## src/rtl/ring_scan_display.sv

```systemverilog
`default_nettype none
// ============================================================================
//  Module      : ring_scan_display
//  Description : Scans a 4-digit multiplexed 7-segment display using the
//                one-hot phase of an upstream 4-bit ring counter as the digit
//                strobe. Display data is double-buffered: a load goes into a
//                shadow register and is committed only when the ring reaches
//                digit 0, so a revolution never shows a mix of old and new
//                digits. The ring is also monitored for illegal patterns
//                (sticky err), for a phase that stops moving (stall), and
//                completed 1000->0001 revolutions are counted.
//
//  Parameters  : REV_W      width of the revolution counter (wraps)
//                STALL_CYC  consecutive identical phase samples that raise
//                           stall (must be >= 2)
//
//  Ports       : clk      system clock, rising edge
//                reset    synchronous, active-low reset
//                phase    one-hot ring phase; bit i strobes digit i
//                load     capture din into the shadow buffer
//                din      four hex nibbles; digit i = din[4i+3:4i]
//                seg      segments {g,f,e,d,c,b,a}, active-high, registered
//                an       digit enables, active-high, registered
//                pend     shadow holds a value not yet committed
//                err      sticky illegal-phase flag
//                stall    phase held unchanged for STALL_CYC samples
//                rev_cnt  completed revolutions, modulo 2^REV_W
//
//  Options     : `define BLANK_LEAD_EN to blank leading zero digits
//                (digits 3..1); digit 0 is never blanked.
//
//  Revision    : 1.0  initial release
// ============================================================================
module ring_scan_display #(
    parameter int REV_W     = 8,
    parameter int STALL_CYC = 16
) (
    input  logic             clk,
    input  logic             reset,
    input  logic [3:0]       phase,
    input  logic             load,
    input  logic [15:0]      din,
    output logic [6:0]       seg,
    output logic [3:0]       an,
    output logic             pend,
    output logic             err,
    output logic             stall,
    output logic [REV_W-1:0] rev_cnt
);

    // ------------------------------------------------------------------------
    // Constants
    // ------------------------------------------------------------------------
    // The stall counter only has to reach STALL_CYC-1, where it saturates.
    localparam int               c_CNT_W    = $clog2(STALL_CYC);
    localparam logic [c_CNT_W-1:0] c_CNT_MAX = c_CNT_W'(STALL_CYC - 1);
    // Counter value (before this edge's increment) at which the current
    // sample becomes the STALL_CYC-th identical one.
    localparam logic [c_CNT_W-1:0] c_CNT_HIT = c_CNT_W'(STALL_CYC - 2);

    localparam logic [3:0]       c_PH_D0    = 4'b0001;
    localparam logic [3:0]       c_PH_D3    = 4'b1000;

    // ------------------------------------------------------------------------
    // Registers
    // ------------------------------------------------------------------------
    logic [15:0]        r_disp;       // value currently being displayed
    logic [15:0]        r_shd;        // shadow (staged) value
    logic               r_pend;
    logic [3:0]         r_prev;       // phase sampled on the previous edge
    logic [c_CNT_W-1:0] r_stall_cnt;
    logic               r_stall;
    logic               r_err;
    logic [6:0]         r_seg;
    logic [3:0]         r_an;
    logic [REV_W-1:0]   r_rev;

    // ------------------------------------------------------------------------
    // Combinational helpers
    // ------------------------------------------------------------------------
    logic        w_legal;
    logic        w_commit;
    logic [15:0] w_src;
    logic [1:0]  w_sel;
    logic [3:0]  w_nib;
    logic        w_upper_zero;
    logic [6:0]  w_seg_dec;
    logic [6:0]  w_seg_nxt;
    logic        w_same;
    logic        w_rev_edge;

    // Exactly one bit set: non-zero and clearing the lowest set bit leaves 0.
    assign w_legal    = (phase != 4'd0) && ((phase & (phase - 4'd1)) == 4'd0);

    // Digit-0 phase is always legal, so no extra legality term is needed.
    assign w_commit   = r_pend && (phase == c_PH_D0);

    // In the commit cycle the display register is still stale; forward the
    // shadow so digit 0 of the new revolution already shows the new value.
    assign w_src      = w_commit ? r_shd : r_disp;

    assign w_same     = (phase == r_prev);
    assign w_rev_edge = (r_prev == c_PH_D3) && (phase == c_PH_D0);

    // Digit index from the one-hot phase (only meaningful when legal).
    always_comb begin
        w_sel = 2'd0;
        case (phase)
            4'b0010: w_sel = 2'd1;
            4'b0100: w_sel = 2'd2;
            4'b1000: w_sel = 2'd3;
            default: w_sel = 2'd0;
        endcase
    end

    assign w_nib = w_src[{w_sel, 2'b00} +: 4];

    // True when the selected nibble and every nibble above it are zero.
    always_comb begin
        w_upper_zero = 1'b0;
        case (w_sel)
            2'd1:    w_upper_zero = (w_src[15:4]  == 12'd0);
            2'd2:    w_upper_zero = (w_src[15:8]  == 8'd0);
            2'd3:    w_upper_zero = (w_src[15:12] == 4'd0);
            default: w_upper_zero = 1'b0;
        endcase
    end

    // Hex to 7-segment, bit order {g,f,e,d,c,b,a}.
    always_comb begin
        w_seg_dec = 7'h00;
        case (w_nib)
            4'h0: w_seg_dec = 7'h3F;
            4'h1: w_seg_dec = 7'h06;
            4'h2: w_seg_dec = 7'h5B;
            4'h3: w_seg_dec = 7'h4F;
            4'h4: w_seg_dec = 7'h66;
            4'h5: w_seg_dec = 7'h6D;
            4'h6: w_seg_dec = 7'h7D;
            4'h7: w_seg_dec = 7'h07;
            4'h8: w_seg_dec = 7'h7F;
            4'h9: w_seg_dec = 7'h6F;
            4'hA: w_seg_dec = 7'h77;
            4'hB: w_seg_dec = 7'h7C;
            4'hC: w_seg_dec = 7'h39;
            4'hD: w_seg_dec = 7'h5E;
            4'hE: w_seg_dec = 7'h79;
            4'hF: w_seg_dec = 7'h71;
            default: w_seg_dec = 7'h00;
        endcase
    end

`ifdef BLANK_LEAD_EN
    // Leading-zero blanking; w_upper_zero is never set for digit 0.
    assign w_seg_nxt = w_upper_zero ? 7'h00 : w_seg_dec;
`else
    assign w_seg_nxt = w_seg_dec;
    // Blanking logic is unused in this build; keep lint quiet about it.
    logic w_unused;
    assign w_unused  = w_upper_zero;
`endif

    // ------------------------------------------------------------------------
    // Double buffer: shadow load and commit
    // ------------------------------------------------------------------------
    always_ff @(posedge clk) begin
        if (!reset) begin
            r_disp <= 16'd0;
            r_shd  <= 16'd0;
            r_pend <= 1'b0;
        end else begin
            if (w_commit) begin
                r_disp <= r_shd;
            end
            // A load in the commit cycle stages the next value while the old
            // shadow commits; pend stays set for the following revolution.
            if (load) begin
                r_shd  <= din;
                r_pend <= 1'b1;
            end else if (w_commit) begin
                r_pend <= 1'b0;
            end
        end
    end

    // ------------------------------------------------------------------------
    // Display drive and illegal-phase flag
    // ------------------------------------------------------------------------
    always_ff @(posedge clk) begin
        if (!reset) begin
            r_seg <= 7'h00;
            r_an  <= 4'h0;
            r_err <= 1'b0;
        end else if (w_legal) begin
            r_seg <= w_seg_nxt;
            r_an  <= phase;
        end else begin
            r_seg <= 7'h00;
            r_an  <= 4'h0;
            r_err <= 1'b1;
        end
    end

    // ------------------------------------------------------------------------
    // Revolution counter and phase history
    // ------------------------------------------------------------------------
    always_ff @(posedge clk) begin
        if (!reset) begin
            r_prev <= 4'd0;
            r_rev  <= '0;
        end else begin
            r_prev <= phase;
            if (w_rev_edge) begin
                r_rev <= r_rev + REV_W'(1);
            end
        end
    end

    // ------------------------------------------------------------------------
    // Stall detector
    // ------------------------------------------------------------------------
    // r_stall_cnt counts edges on which the phase matched the previous
    // sample, so STALL_CYC identical samples correspond to the counter
    // reaching STALL_CYC-1 on this edge.
    always_ff @(posedge clk) begin
        if (!reset) begin
            r_stall_cnt <= '0;
            r_stall     <= 1'b0;
        end else if (w_same) begin
            if (r_stall_cnt != c_CNT_MAX) begin
                r_stall_cnt <= r_stall_cnt + c_CNT_W'(1);
            end
            if (r_stall_cnt >= c_CNT_HIT) begin
                r_stall <= 1'b1;
            end
        end else begin
            r_stall_cnt <= '0;
            r_stall     <= 1'b0;
        end
    end

    // ------------------------------------------------------------------------
    // Outputs
    // ------------------------------------------------------------------------
    assign seg     = r_seg;
    assign an      = r_an;
    assign pend    = r_pend;
    assign err     = r_err;
    assign stall   = r_stall;
    assign rev_cnt = r_rev;

endmodule
`default_nettype wire

```

## config.mk

```make
export PLATFORM = sky130hd
export DESIGN_NAME = ring_scan_display
export DESIGN_NICKNAME = d
export VERILOG_FILES = /design/src/rtl/ring_scan_display.sv
export SDC_FILE = /design/constraint.sdc
export NUM_CORES = 1
export LEC_CHECK = 0
export CORE_MARGIN = 10
export CORE_UTILIZATION = 53
export CTS_CLUSTER_DIAMETER = 80
export DETAILED_ROUTE_END_ITERATION = 7
export GPL_ROUTABILITY_DRIVEN = 1
export GPL_TIMING_DRIVEN = 0
export PLACE_DENSITY = 0.83
export REMOVE_ABC_BUFFERS = 1
export SLEW_MARGIN = 20
export SYNTH_ARGS = -nofsm -noshare
export SYNTH_HDL_FRONTEND = slang
export SYNTH_SLANG_ARGS = --single-unit
```

## constraint.sdc

```tcl
create_clock -name clk -period 2.4 [get_ports clk]
set_input_delay 0.24 -clock clk [delete_from_list [all_inputs] [get_ports clk]]
set_output_delay 0.24 -clock clk [all_outputs]
set_load 0.01 [all_outputs]
```

After elaboration in Yosys (flattened, before gate mapping)
Memories as Yosys holds them, arrays and structs flattened. A register that Yosys moved wholly into a read port is not among the register bits.
Cells that the tools add are included.
{"block": "classes", "reduce_logical": 9, "n_mux": 4, "n_lt_le_gt_ge": 1, "bitwise_logic": 1, "n_addsub": 3, "eq_ne": 7, "n_shift": 1}
{"op": "16-bit two-way mux", "count": 1}
{"op": "16-bit by 5-bit variable part select with 4-bit output", "count": 1}
{"op": "8-bit by 1-bit adder with 8-bit output (second input constant)", "count": 1}
{"op": "4-bit == test (second input constant)", "count": 2}
{"op": "2-bit case mux with 3 select lines", "count": 1}
{"op": "4-bit by 1-bit adder with 4-bit output (second input constant)", "count": 1}
{"op": "4-bit AND", "count": 1}
{"op": "4-bit by 1-bit == test with 1-bit output (second input constant)", "count": 1}
{"op": "4-bit by 2-bit == test with 1-bit output (second input constant)", "count": 1}
{"op": "4-bit by 3-bit == test with 1-bit output (second input constant)", "count": 1}
{"op": "4-bit == test", "count": 1}
{"op": "4-bit greater-or-equal comparator (second input constant)", "count": 1}
{"op": "4-bit zero test", "count": 1}
{"op": "4-bit inequality test (second input constant)", "count": 1}
{"op": "2-bit AND reduction", "count": 2}
{"op": "4-bit nonzero test", "count": 1}
{"op": "4-bit by 1-bit subtractor with 4-bit output (second input constant)", "count": 1}
{"op": "1-bit logical AND", "count": 3}
{"op": "1-bit two-way mux", "count": 2}
{"op": "2-bit nonzero test", "count": 1}
{"op": "1-bit zero test", "count": 1}
{"block": "word_totals", "word_cells": 36, "mem_bits_ro": 112, "out_inout_bits": 22, "ff_bits": 55, "n_memories": 1, "input_bits": 23}
{"memory": "(no name shown)", "words": 16, "word_bits": 7, "read_ports": 1, "rd_ports_with_merged_regs": 1, "write_ports": 0, "line": "132", "rtl": "case (w_nib)"}

Logic depth before layout (Yosys ltp)
{"block": "depth", "word_depth": 6, "depth_mapped": 10, "mapped_depth_nobuf": 9}

Worst setup path after synthesis
Ideal clock, no wire load.
{"block": "synth_timing", "kind": "input port to flip-flop", "from": "input port phase[1]", "to": "register r_seg[3] (netlist: seg[3])", "setup_slack_ns": 0.246, "setup_ns": 0.115, "path_buffers": 1, "path_stages": 9, "arrival_ns": 2.039, "required_ns": 2.285, "path_cell_list": "buf_4 -> o21ai_0 -> o211a_4 -> nor3_1 -> or3_1 -> ha_1 -> nand2_1 -> and3_1 -> o21a_1"}
{"block": "synth_between", "elab_chain_cells": 6, "elab_cells_between_ends": 15, "classes_between": "add/sub: 1; eq/ne: 4; shift: 1; mux: 2; bitwise: 1; reduce/logical: 6"}
{"item": "start: declaration", "line": "40", "rtl": "input logic [3:0] phase,"}
{"item": "4-bit by 1-bit subtractor with 4-bit output", "line": "93", "rtl": "assign w_legal = (phase != 4'd0) && ((phase & (phase - 4'd1)) == 4'd0);"}
{"item": "4-bit AND", "line": "93"}
{"item": "4-bit zero test", "line": "93"}
{"item": "1-bit logical AND", "line": "93"}
{"item": "2-bit AND reduction (no source line)"}
{"item": "1-bit zero test (no source line)"}
{"item": "end: declaration", "line": "74", "rtl": "logic [6:0] r_seg;"}
Several ways; a longest one is shown, not always the timed one.
A chain may end at the register's enable or synchronous reset.

Worst setup path after layout
{"block": "layout_timing", "from": "input port phase[2]", "to": "register r_seg[3] (netlist: seg[3])"}
Same word-level chain as after synthesis.

==> results.json <==
{
  "setup_viol": 0,
  "rows": 26,
  "fin_crit_sh": 0.9280,
  "crit_path_start_kind": "input port",
  "die_w_um": 93.46,
  "place_congestion": 0.8185,
  "synthDistinctLibCells": 43,
  "finalHoldViolCount": 0,
  "p_per_area_mw_per_mm2": 628.0,
  "grt_max_degree": 53,
  "wl_um": 5710,
  "max_freq_mhz": 449.0,
  "slowest_delay_ns": 0.45,
  "slew_violations": 0,
  "antenna_found_initial": 0,
  "synth-edff-count": 0,
  "path_class": "in -> reg",
  "cts_max_level": 3,
  "yosys_warnings": 0,
  "cp_common_cell": "and3_1",
  "end_kind": "register",
  "fin_util": 0.6872,
  "core-area_mm2": 0.005172,
  "ys_ff_latch": 62,
  "critical_path.startpoint": "phase[2]",
  "cts_tree": "done",
  "ir_drop_uv": 504.6,
  "cp.required_ns": 2.63,
  "cts_num_sinks": 62,
  "start_util": 0.5530,
  "yosys-top-cells-count": "62 x dfxtp_1, 20 x mux2i_1, 19 x nand2_1, 19 x nor2b_1, 16 x a21boi_0",
  "synth_top_area_cell": "dfxtp_1",
  "path_clk_slew_ns": 0.07,
  "cp_slowest_cell": "or3_4",
  "n_antenna_cell": 0,
  "synth.top_cell.area_share": 0.4339,
  "grt_pass1_vias": 2183,
  "die-area_mm2": 0.008735,
  "worst_pin_slew_ns": 0.9745,
  "syn_area_mm2": 0.002860,
  "grt_usage": 0.1360,
  "leakagePower_uw": 0.001444,
  "clock_latency_ns": 0.34,
  "arrival_ns": 2.46,
  "overflow": 0,
  "yosysSeqAreaShare": 0.4339,
  "ys.flop_type": "dfxtp_1",
  "synth_cells": 295,
  "vias": 2192,
  "layout_min_cycle_time_ns": 2.227,
  "synthArstFlopShare": 0,
  "grt_setup_unrepaired": "no",
  "route.detailed.drc": 0,
  "maxSlewHeadroom": 0.3483,
  "port_buffers": 44,
  "cap_violations": 0,
  "dp_hpwl_um": 3971,
  "fin_ws_ns": 0.1728,
  "hold_start": "phase[1]",
  "viasPerCell": 5.282,
  "grt_pass1_wl_um": 9653,
  "synthToLayoutAreaGrowth_pct": 24.28,
  "syn_area_per_cell_um2": 9.696,
  "clock_skew_ns": 0.007504,
  "place_ws_ns": -1.326,
  "worst_hold_path_type": "in -> reg",
  "ant_nets": 0,
  "numCtsBuffers": 9,
  "drive_above_1_share": 0.09565,
  "first_iter_violations": 142,
  "postCtsHoldBufs": 0,
  "synth.most_common_cell": "dfxtp_1",
  "post_drt_wl_per_cell_um": 13.76,
  "crit_chain": "clkbuf_2 > nor4b_4 > buf_4 > and3_1 > nor3_1 > or3_4 > inv_1 > ha_1 > nand2_1 > and3_1 > o21a_1",
  "r2r-start": "pend$_SDFFE_PN0P_",
  "num-nets-final": 373,
  "run_status": "completed",
  "clock_path_buffers": 2,
  "dieHeight_um": 93.46,
  "critPathMaxFanout": 12,
  "ios": 45,
  "yosys-top-cells-area": "dfxtp_1 43%, mux2i_1 7.0%, ha_1 4.4%, a21boi_0 4.2%, nor2b_1 4.2%",
  "firstDrtPassIters": 4,
  "cts_root_buffer": "clkbuf_8"
}
where the power goes:
group | internal (uW) | leakage, uW | switching (uW)
combinational | 126 | 0.000832 | 117
clock | 531 | 0.000106 | 375
sequential | 1060 | 0.000506 | 21.3
through the flow:
step / hold WS [ns] / total power, uW / setup TNS (ns) / std cells / instance area (um^2)
after floorplan: 0.3575 / 1230 / -0.09550 / 279 / 2779
after global placement: 0.4349 / 1338 / -18.57 / 393 / 3307
after detailed placement: 0.4386 / 1344 / -18.15 / 393 / 3302
after CTS: 0.3916 / 2263 / 0 / 415 / 3565
after global routing: 0.3888 / 2324 / 0 / 415 / 3555
final: 0.3703 / 2232 / 0 / 415 / 3555
repair_timing:
item	in CTS	in global routing
cloned	1	0
pin swaps	1	0
setup buffers	5	0
resized for setup	7	7
setup endpoints to repair	17	6
cells in the final DEF, fill, tap and decap left out, drive strengths merged, types with 2 or more instances in the layout:
cell type	instances
nor4b	2
nand4b	2
a21boi	18
dfxtp	62
a31oi	3
nand3b	2
nor2	10
nand3	9
clkbuf	15
nor3	8
clkdlybuf4s50	39
a21oi	4
and3	14
xor2	5
ha	10
o211ai	2
a211oi	2
inv	9
o31ai	4
o21ai	6
o21a	12
nor3b	3
clkinv	3
nand2	19
and2	12
buf	6
xnor2	7
or3	3
mux2i	20
nor2b	19
nand4	5
metal layers:
layer / share of wire / global-route usage
met3: 0.067 / 0.05116
met5: 0 / 0
met2: 0.46 / 0.2204
met4: 0.019 / 0.06812
met1: 0.45 / 0.1529
final cells by class:
class | instances | area (um^2)
fillers | 402 | 1618
multi-input cells | 209 | 1533
flip-flops and latches | 62 | 1242
repair buffers | 49 | 457.9
clock buffers | 12 | 155.1
well taps | 70 | 87.58
clock inverters | 4 | 45.04
inverters | 9 | 33.78
worst max-delay path: cells and delay by family:
kind	cells	cell delay, ns
buf+inv	3	0.57
fa+ha+maj	1	0.19
compound gates	1	0.16
simple gates	6	1.31
final timing paths:
check	slack, ns	depth (start not counted)	to
max reg2reg	0.23	8	seg[3]$_SDFF_PN0_
min reg2reg	0.45	2	stall$_SDFFE_PN0P_
max	0.17	11	seg[3]$_SDFF_PN0_
min	0.37	2	an[1]$_SDFF_PN0_
registers in the layout, summed over array words and instances (netlist names):
name,cells
r_disp,16
r_shd,16
rev_cnt,8
seg,7
an,4
r_prev,4
r_stall_cnt,4
err,1
pend,1
stall,1
cells by family after synthesis:
kind of cell,Yosys count,share of synthesized area
and+or+nand+nor,109,0.2205
DFF,62,0.4339
AOI/OAI and AO/OA,56,0.1496
buffers and inverters,25,0.04024
muxes,21,0.07524
xor gates and xnor gates,12,0.03675
adders and majority gates,10,0.04374
Power figures use the tool's default switching activity.
